===== config.mk =====
export PLATFORM = sky130hd
export DESIGN_NAME = pipelined_addsub
export DESIGN_NICKNAME = d
export VERILOG_FILES = /design/src/rtl/pipelined_addsub_pkg.sv /design/src/rtl/pipelined_addsub_slice.sv /design/src/rtl/pipelined_addsub.sv
export SDC_FILE = /design/constraint.sdc
export NUM_CORES = 1
export LEC_CHECK = 0
export BUFFER_PORTS_ARGS = -buffer_cell sky130_fd_sc_hd__buf_2
export CAP_MARGIN = 30
export CORE_MARGIN = 3
export CORE_UTILIZATION = 56
export CTS_CLUSTER_DIAMETER = 150
export CTS_CLUSTER_SIZE = 8
export DETAILED_ROUTE_END_ITERATION = 6
export PLACE_DENSITY_LB_ADDON = 0.15
export SYNTH_ARGS = -nofsm -noshare
export SYNTH_HDL_FRONTEND = slang
export SYNTH_SLANG_ARGS = --single-unit

===== constraint.sdc =====
create_clock -name clk -period 4.6 [get_ports clk]
set_clock_uncertainty 0.2 [all_clocks]
set_input_delay 0.23 -clock clk [delete_from_list [all_inputs] [get_ports clk]]
set_output_delay 0.23 -clock clk [all_outputs]
set_load 0.005 [all_outputs]

===== src/rtl/pipelined_addsub_pkg.sv =====
// Shared add/sub definitions: operation encodings and the signed-overflow rule,
// kept here so later ALU blocks can reuse them.
package pipelined_addsub_pkg;

  localparam logic OP_ADD = 1'b0;
  localparam logic OP_SUB = 1'b1;

  // Operands as seen by the adder (b already inverted for subtract).
  function automatic logic calc_ovf(input logic a_msb, input logic b_msb, input logic s_msb);
    return (a_msb == b_msb) && (s_msb != a_msb);
  endfunction

endpackage


===== src/rtl/pipelined_addsub_slice.sv =====
// Combinational W-bit ripple-carry adder built from per-bit full-adder cells.
module pipelined_addsub_slice #(
  parameter int W = 8
) (
  input  logic [W-1:0] a,
  input  logic [W-1:0] b,
  input  logic         ci,
  output logic [W-1:0] s,
  output logic         co
);

  logic [W:0] w_c;

  assign w_c[0] = ci;

  for (genvar i = 0; i < W; i++) begin : g_fa
    assign s[i]       = a[i] ^ b[i] ^ w_c[i];
    assign w_c[i+1]   = (a[i] & b[i]) | (w_c[i] & (a[i] ^ b[i]));
  end

  assign co = w_c[W];

endmodule


===== src/rtl/pipelined_addsub.sv =====
// Pipelined add/subtract: the WIDTH-bit carry chain is cut into STAGES registered
// slices under valid/ready flow control, accepting one operation per clock.
module pipelined_addsub
  import pipelined_addsub_pkg::*;
#(
  parameter int WIDTH  = 32,
  parameter int STAGES = 4
) (
  input  logic             clk,
  input  logic             rst,
  input  logic             in_valid,
  output logic             in_ready,
  input  logic [WIDTH-1:0] a,
  input  logic [WIDTH-1:0] b,
  input  logic             ci,
  input  logic             sub,
  output logic             out_valid,
  input  logic             out_ready,
  output logic [WIDTH-1:0] s,
  output logic             co,
  output logic             ovf
);

  localparam int CHUNK = WIDTH / STAGES;

  logic [STAGES-1:0] r_v;
  logic [STAGES-1:0] r_c;
  logic [WIDTH-1:0]  r_a [STAGES];
  logic [WIDTH-1:0]  r_b [STAGES];
  logic [WIDTH-1:0]  r_s [STAGES];

  logic [STAGES-1:0] w_adv;
  logic [STAGES-1:0] w_v_prev;
  logic [STAGES-1:0] w_c_prev;
  logic [STAGES-1:0] w_co;
  logic [WIDTH-1:0]  w_a_prev [STAGES];
  logic [WIDTH-1:0]  w_b_prev [STAGES];
  logic [WIDTH-1:0]  w_s_prev [STAGES];
  logic [WIDTH-1:0]  w_s_next [STAGES];
  logic [CHUNK-1:0]  w_sl_s   [STAGES];
  logic [WIDTH-1:0]  w_b_in;
  logic              w_c_in;

  assign w_b_in = (sub == OP_SUB) ? ~b : b;
  assign w_c_in = (sub == OP_ADD) ? ci : ~ci;

  for (genvar k = 0; k < STAGES; k++) begin : g_stage
    // Stage k can move when any stage from k to the output is empty or the consumer takes a beat.
    assign w_adv[k] = out_ready | ~(&r_v[STAGES-1:k]);

    if (k == 0) begin : g_first
      assign w_v_prev[k] = in_valid;
      assign w_a_prev[k] = a;
      assign w_b_prev[k] = w_b_in;
      assign w_c_prev[k] = w_c_in;
      assign w_s_prev[k] = '0;
    end else begin : g_next
      assign w_v_prev[k] = r_v[k-1];
      assign w_a_prev[k] = r_a[k-1];
      assign w_b_prev[k] = r_b[k-1];
      assign w_c_prev[k] = r_c[k-1];
      assign w_s_prev[k] = r_s[k-1];
    end

    pipelined_addsub_slice #(.W(CHUNK)) u_slice (
      .a  (w_a_prev[k][k*CHUNK +: CHUNK]),
      .b  (w_b_prev[k][k*CHUNK +: CHUNK]),
      .ci (w_c_prev[k]),
      .s  (w_sl_s[k]),
      .co (w_co[k])
    );

    // Result bits above the current slice are still zero, so OR-ing in the new chunk is exact.
    assign w_s_next[k] = w_s_prev[k] | (WIDTH'(w_sl_s[k]) << (k * CHUNK));
  end

  assign in_ready = w_adv[0] & ~rst;

  always_ff @(posedge clk) begin
    if (rst) begin
      r_v <= '0;
    end else begin
      for (int k = 0; k < STAGES; k++) begin
        if (w_adv[k]) r_v[k] <= w_v_prev[k];
      end
    end
  end

  always_ff @(posedge clk) begin
    for (int k = 0; k < STAGES; k++) begin
      if (w_adv[k]) begin
        r_a[k] <= w_a_prev[k];
        r_b[k] <= w_b_prev[k];
        r_s[k] <= w_s_next[k];
        r_c[k] <= w_co[k];
      end
    end
  end

  assign out_valid = r_v[STAGES-1];
  assign s         = out_valid ? r_s[STAGES-1] : '0;
  assign co        = out_valid & r_c[STAGES-1];
  assign ovf       = out_valid & calc_ovf(r_a[STAGES-1][WIDTH-1], r_b[STAGES-1][WIDTH-1],
                                          r_s[STAGES-1][WIDTH-1]);

endmodule


## Word-level counts from Yosys, hierarchy flattened

Memory sizes are Yosys's and may differ from the RTL's.
Index checks and enable logic that the tools add are counted.

- Register bits: 8
- Memory bits (writable): 384
- Bits of input ports: 70
- Output and inout bits: 36
- Logic and storage cells: 205
- Memories: 3

- Equality and inequality tests: 2
- Multiplexer cells: 11
- Bitwise logic cells: 177
- Reduce and logical (&&, ||, !) cells: 4

Memory list:

| memory | words | bits a word | read ports | clocked after Yosys merged registers in | write ports | line | source |
|---|---|---|---|---|---|---|---|
| r_a | 4 | 32 | 4 | 0 | 4 | pipelined_addsub.sv:28 | `logic [WIDTH-1:0] r_a [STAGES];` |
| r_b | 4 | 32 | 4 | 0 | 4 | pipelined_addsub.sv:29 | `logic [WIDTH-1:0] r_b [STAGES];` |
| r_s | 4 | 32 | 4 | 0 | 4 | pipelined_addsub.sv:30 | `logic [WIDTH-1:0] r_s [STAGES];` |

Operators with widths:

| operator | number |
|---|---|
| 1-bit bitwise AND | 67 |
| 32-bit 2-to-1 mux | 2 |
| 1-bit bitwise XOR | 64 |
| 1-bit OR | 36 |
| 32-bit inverter | 1 |
| 32-bit by 16-bit OR with 32-bit output | 1 |
| 32-bit by 24-bit OR with 32-bit output | 1 |
| 32-bit OR | 1 |
| 1-bit 2-to-1 mux | 9 |
| 1-bit inverter | 6 |
| 4-bit AND reduction | 1 |
| 3-bit AND reduction | 1 |
| 2-bit AND reduction | 1 |
| 1-bit equality test | 1 |
| 1-bit logical AND | 1 |
| 1-bit inequality test | 1 |

## Longest topological paths before layout

Gate-level depths: netlist (run 1).

- Word-level depth: 19
- Mapped depth: 13
- Mapped depth without buffers: 12

## By module

A second synthesis (run 1) with hierarchy kept.

- Cells, all modules: 348
- Area total of the unflattened synthesis: 6,991.7 um^2

By module, submodules not included:

| module | instances | cells an instance | area an instance (um^2) |
|---|---|---|---|
| pipelined_addsub | 1 | 276 | 6,200.9 |
| pipelined_addsub_slice | 4 | 18 | 197.7 |

## Least setup slack after synthesis (run 1)

Ideal clock, no wire load.

- Path kind: input to register
- Start point: input port sub
- End point: memory r_s[0][7], data pin
- Arrival time: 3.687 ns
- Required time: 4.131 ns
- Path slack: 0.444 ns
- Stages: 13
- Path buffers: 2
- Cells stage by stage: buf_2 > buf_4 > xor2_1 > fa_1 > fa_1 > inv_1 > fa_1 > fa_1 > fa_1 > fa_1 > fa_1 > inv_1 > fa_1

RTL lines:

| what | line | source |
|---|---|---|
| start: declaration | pipelined_addsub.sv:16 | `input logic sub,` |
| end: declaration | pipelined_addsub.sv:30 |  |

==> metrics, run 1 <==
Root Driver=clkbuf_16; slew of the pin with the lowest slew margin=approximately 900 ps; switching share of power=0.199; largest net degree at the start of global routing=43; hold worst-path end=r_s[0][1]; hold path cells=2; WS Path Type=reg -> reg; post-synthesis adder-cell area fraction=0.0915; die width=118 um; max frequency=roughly 230 MHz; Synth area leader=edfxtp_1; Worst setup EP type=flop; initial antenna violation count=0; RSZ-0062 raised after global routing=false; Max VDD drop=0.284 mV; Worst R2R Setup Slack=approximately 250 ps; total gr overflow=0; endpoints failing setup=0; Syn Area/Cell=between 15 and 20 sq um; Diodes inserted=0; Post-Synth Simple-Gate Area=0.0374; clk slew on worst S/H paths=~60 ps; status=complete, no violations; syn_nets=452; H-tree Lvls=4; Cell Count Post-Placement=622; met1 Resource Use GR=0.207; I/O pin count=between 100 and 150; Nets=around 630; CTS max path bufs=2; Pwr Total=between 3000 and 4000 uW; post-synthesis sequential area ratio=0.792; Reg power frac=0.598; worst r2r src=r_c[2]; vias post-DR=3284; Die Y=around 120 um; R2R depth=12; Clk Latency, worst-skew pair=between 400 and 500 ps; Hold Path Origin=a[1]; slowest CP cell=fa_1; synthesized instance count=350; worst slack, placed=246 ps; ratio of cells with drive above 1 in the final layout=0.265; Startpoint Class=flop; max incr delay on CP=between 400 and 500 ps; CTS buffer count=17; Final Wtd Congestion=0.751; worst hold path class=in -> reg; setup_tns=0 ps; row count=40; Core ar.=roughly 0.012 sq mm; CP delay by family, top=adder cells; Antenna Nets Post-Route=0; max-slew violations=0; port bufs=105; crit share post-route=0.946; top cell type's share of synthesized area=0.781; Register Area=approximately 0.0055 sq mm; wire per inst=15.7 um; met3 global-route usage=0.0476; DIE AREA=around 0.014 sq mm; Psw=767 uW; Lkg Pwr=~0.0036 uW; max cap viols=0; TritonCTS clock tree=yes; multi-input logic area=about 0.0012 sq mm; most frequent CP cell=fa_1; crit path DAT=roughly 4400 ps; vias per cell=around 4.6; min Tclk post-route=~4400 ps; Sink Count=186; met2 Use GR=0.302; FILL cells=around 770; first-pass GRT wire length=18200 um; Post-Syn Area=0.00700 sq mm; final worst slack=~250 ps; post-route insts no fill=approximately 710; DRC Markers=0; Area growth, synth to finish=25.9%; Combinational Power Share=0.064; number of library cell types mapped by synthesis=20; top cells by area, synth=edfxtp_1 (78%), fa_1 (9.2%), xor2_1 (3.5%), and2_1 (2.9%), inv_1 (2.4%); Yosys reg bits=roughly 190; Post-Synth XOR/XNOR Area=0.0413; final hold vios=0; final WL=between 10000 and 15000 um; crit-path cells=fa_1, inv_1, fa_1, inv_1, fa_1, fa_1, fa_1, fa_1, fa_1, inv_1, fa_1, inv_1; reg2reg end=r_s[3][31]; Post-DP HPWL=6580 um; crit path max fanout=1; Initial Util=0.578; drt first-iter violations=between 150 and 200; Clock power frac=0.339; Tot GR Track Use=0.175; Synth Area in Compound Gates=0.00697; post-synthesis mux area share=0; largest family of logic cells by synthesized area=adder cells; vias in the first global route=around 3700; CP required=~4700 ps; Slew headroom=0.417; DR pass1 iterations=5; Pwr per Cell Area=438 mW/mm^2; Int Pwr=just over 3000 uW; WP buf/inv=4; gr busiest metal=met2; Syn. warnings=0
layout make-up:
type,count,area share
Sequential cell,186,0.629
Tap cell,168,0.0239
Timing Repair Buffer,164,0.125
Clock buffer,18,0.0487
Inverter,46,0.0196
Multi-Input combinational cell,111,0.141
Clock inverter,14,0.0122
cell usage after synthesis, drive strengths merged:
cell	count
fa	32
nand3b	2
buf	6
a21boi	1
xnor2	5
nand2b	1
o31ai	1
clkbuf	1
dfxtp	4
edfxtp	182
and2	33
xor2	28
inv	46
a21oi	4
and4b	1
or2b	1
nand2	1
or3b	1
layer usage:
metal	part of all wire	wire, um
met5	0	0
met4	0.018	199
met3	0.053	587
met2	0.54	6040
met1	0.39	4280
kinds of logic after synthesis:
logic type                 after synthesis
DFF                                    186
buffers and inverters                   53
and+or+nand+nor                         40
xor gates and xnor gates                33
adders and majority gates               32
AOI/OAI and AO/OA                        6
per-stage QoR:
stage                     hold slack [ps]  area (sq um)   util
after floorplan                      99.1          7000      -
after global placement                200          7740  0.639
after detailed placement              205          7740  0.639
after CTS                            14.4          8810  0.727
after global routing                 28.0          8810  0.727
final                                17.3          8810  0.727
flip-flops by register name, summed over array words and instances (netlist names):
signal  flops
r_s        80
r_b        49
r_v         4
r_c         4
r_a        49
repair_timing:
action,4_1_cts,5_1_grt
hold buffers,53,0
endpoints found under the hold margin,55,0
gates resized for setup,0,0
setup endpoints to repair,0,0
setup buffers,0,0
worst max path at each step:
stage / from / endpoint / cells after the start
6_report: r_c[2] / r_s[3][31] / 12
5_1_grt: r_c[2] / r_s[3][31] / 12
4_1_cts: r_c[2] / r_s[3][31] / 12
3_5_place_dp: r_c[2] / r_s[3][31] / 12
3_3_place_gp: r_c[2] / r_s[3][31] / 12
2_1_floorplan: sub / r_s[0][7] / 13
power by group through the flow:
| stage | Clock (uW) | Combinational (uW) | Sequential (uW) |
|---|---|---|---|
| floorplan | 0 | 127 | 2310 |
| global placement | 0 | 193 | 2320 |
| detailed placement | 0 | 212 | 2340 |
| CTS | 1340 | 250 | 2310 |
| global route | 1410 | 288 | 2340 |
| finish | 1310 | 246 | 2300 |
cells in the final DEF, fill, tap and decap left out, types with 2 or more instances in the layout:
cell type | Yosys | layout
dfxtp_1 | 4 | 4
xnor2_1 | 5 | 5
clkinvlp_4 | 0 | 4
buf_2 | 3 | 105
clkbuf_16 | 0 | 17
inv_1 | 45 | 45
clkinv_2 | 0 | 3
a21oi_1 | 4 | 4
nand3b_1 | 2 | 2
and2_1 | 33 | 33
clkinv_4 | 0 | 2
clkinv_1 | 0 | 4
xor2_1 | 28 | 28
fa_1 | 32 | 32
edfxtp_1 | 182 | 182
buf_4 | 3 | 6
dlygate4sd3_1 | 0 | 53
worst reg2reg max path, stage by stage (launching register included):
cell,delay [ps]
edfxtp_1,400
fa_1,430
inv_1,90
fa_1,180
inv_1,70
fa_1,450
fa_1,470
fa_1,480
fa_1,470
fa_1,440
inv_1,100
fa_1,390
inv_1,70
Note: power is estimated with default switching activity, not from simulation.
==> run 2: changes to the inputs <==
- clock period: 4.6 -> 4.46 ns (I/O delays scaled with it)
==> metrics, run 2 (same netlist as run 1, synthesis figures left out) <==
worst hold path class=in -> reg; row count=40; drt first-iter violations=approximately 140; switching share of power=0.187; ratio of cells with drive above 1 in the final layout=0.262; Combinational Power Share=0.061; Root Driver=clkbuf_16; initial antenna violation count=0; CTS max path bufs=2; RSZ-0062 raised after global routing=false; CP required=4550 ps; Pwr Total=just over 4000 uW; post-layout util=0.733; commonest non-fill, non-tap cell in the layout=edfxtp_1; Reg power frac=0.577; Startpoint Class=flop; Clk Latency, worst-skew pair=around 420 ps; largest net degree at the start of global routing=43; clk slew on worst S/H paths=about 60 ps; TritonCTS clock tree=yes; H-tree Lvls=4; Lkg Pwr=0.00368 uW; slew of the pin with the lowest slew margin=roughly 900 ps; DIE AREA=around 0.014 sq mm; endpoints failing setup=0; Max VDD drop=~0.28 mV; Psw=slightly below 800 uW; Core ar.=0.0121 sq mm; max-slew violations=0; DR pass1 iterations=4; I/O pin count=between 100 and 150; crit share post-route=0.944; Initial Util=0.578; crit path max fanout=1; Area growth, synth to finish=26.8%; final WL=11000 um; max frequency=between 200 and 250 MHz; Sink Count=roughly 190; min Tclk post-route=around 4200 ps; Post-DP HPWL=between 6000 and 7000 um; Tot GR Track Use=0.176; wire per inst=around 16 um; Final Wtd Congestion=just under 0.8; die width=approximately 120 um; port bufs=~110; Slew headroom=0.400; max cap viols=0; Antenna Nets Post-Route=0; Die Y=~120 um; status=complete, no violations; CTS buffer count=17; Worst R2R Setup Slack=250 ps; FILL cells=approximately 740; crit path DAT=around 4300 ps; Worst setup EP type=flop; final hold vios=0; vias post-DR=around 3300; Diodes inserted=0; vias per cell=around 4.7; WS Path Type=reg -> reg; total gr overflow=0; Pwr per Cell Area=~460 mW/mm^2; top flop regs=r_s: 80 flops, r_a: 49 flops, r_b: 49 flops; setup_tns=0 ps; DRC Markers=0; Clock power frac=0.362; Worst Hold Slack=approximately 130 ps; vias in the first global route=roughly 3700; largest register by flop count=r_s; first-pass GRT wire length=~18000 um; Nets=around 630; number of flip-flops under the largest register name=80; most frequent cells in the layout=edfxtp_1 (182), buf_2 (105), dlygate4sd3_1 (54); Int Pwr=3350 uW
==> run 2: worst max-delay path, cell delays in order (launching register included) <==
cell and delay [ps]:
edfxtp_1 390, fa_1 420, inv_1 90, fa_1 170, inv_1 60, fa_1 470
fa_2 410, fa_1 470, fa_1 460, fa_1 420, inv_1 80, fa_1 380
inv_1 60
==> run 2: final cells by class <==
| cell class | instances | area, sq um | area share |
|---|---|---|---|
| multi-input cells | 111 | 1250 | 0.140 |
| repair buffers | 165 | 1110 | 0.125 |
| clock inverters | 11 | 153 | 0.0172 |
| clock buffers | 20 | 437 | 0.0492 |
| well taps | 168 | 210 | 0.0237 |
| flip-flops and latches | 186 | 5550 | 0.625 |
| inverters | 46 | 173 | 0.0195 |
==> run 2: final timing paths <==
kind,to,from,cells after the start
hold / removal,r_s[0][4],a[4],4
hold reg to reg,r_s[3][1],r_s[2][1],0
setup reg to reg,r_s[3][31],r_c[2],12
setup / recovery,r_s[3][31],r_c[2],12
==> run 2: power groups by stage <==
stage	combinational, uW	sequential (uW)	clock [uW]
2_1_floorplan	131	2380	0
5_1_grt	293	2410	1600
3_5_place_dp	215	2420	0
6_report	249	2380	1490
3_3_place_gp	200	2400	0
4_1_cts	253	2390	1520
==> run 2: stage by stage <==
stage | std cells | setup WS, ps | area [sq um]
floorplan | 350 | 311 | 7000
global placement | 622 | 209 | 7740
detailed placement | 622 | 173 | 7740
CTS | 707 | 148 | 8870
global route | 707 | 34.1 | 8870
finish | 707 | 248 | 8870
==> run 2: routing by layer <==
metal	track usage	vias up	part of all wire
met5	0	-	0
met4	0.0799	0	0.022
met1	0.197	1633	0.39
met2	0.308	78	0.55
met3	0.0543	19	0.044
li1	-	1562	-
==> run 2: what timing repair did <==
action / 4_1_cts / 5_1_grt
hold endpoints to repair: 56 / 0
hold buffers: 54 / 0
setup endpoints to repair: 0 / 1
gates resized for setup: 0 / 1
buffers inserted: 0 / 0
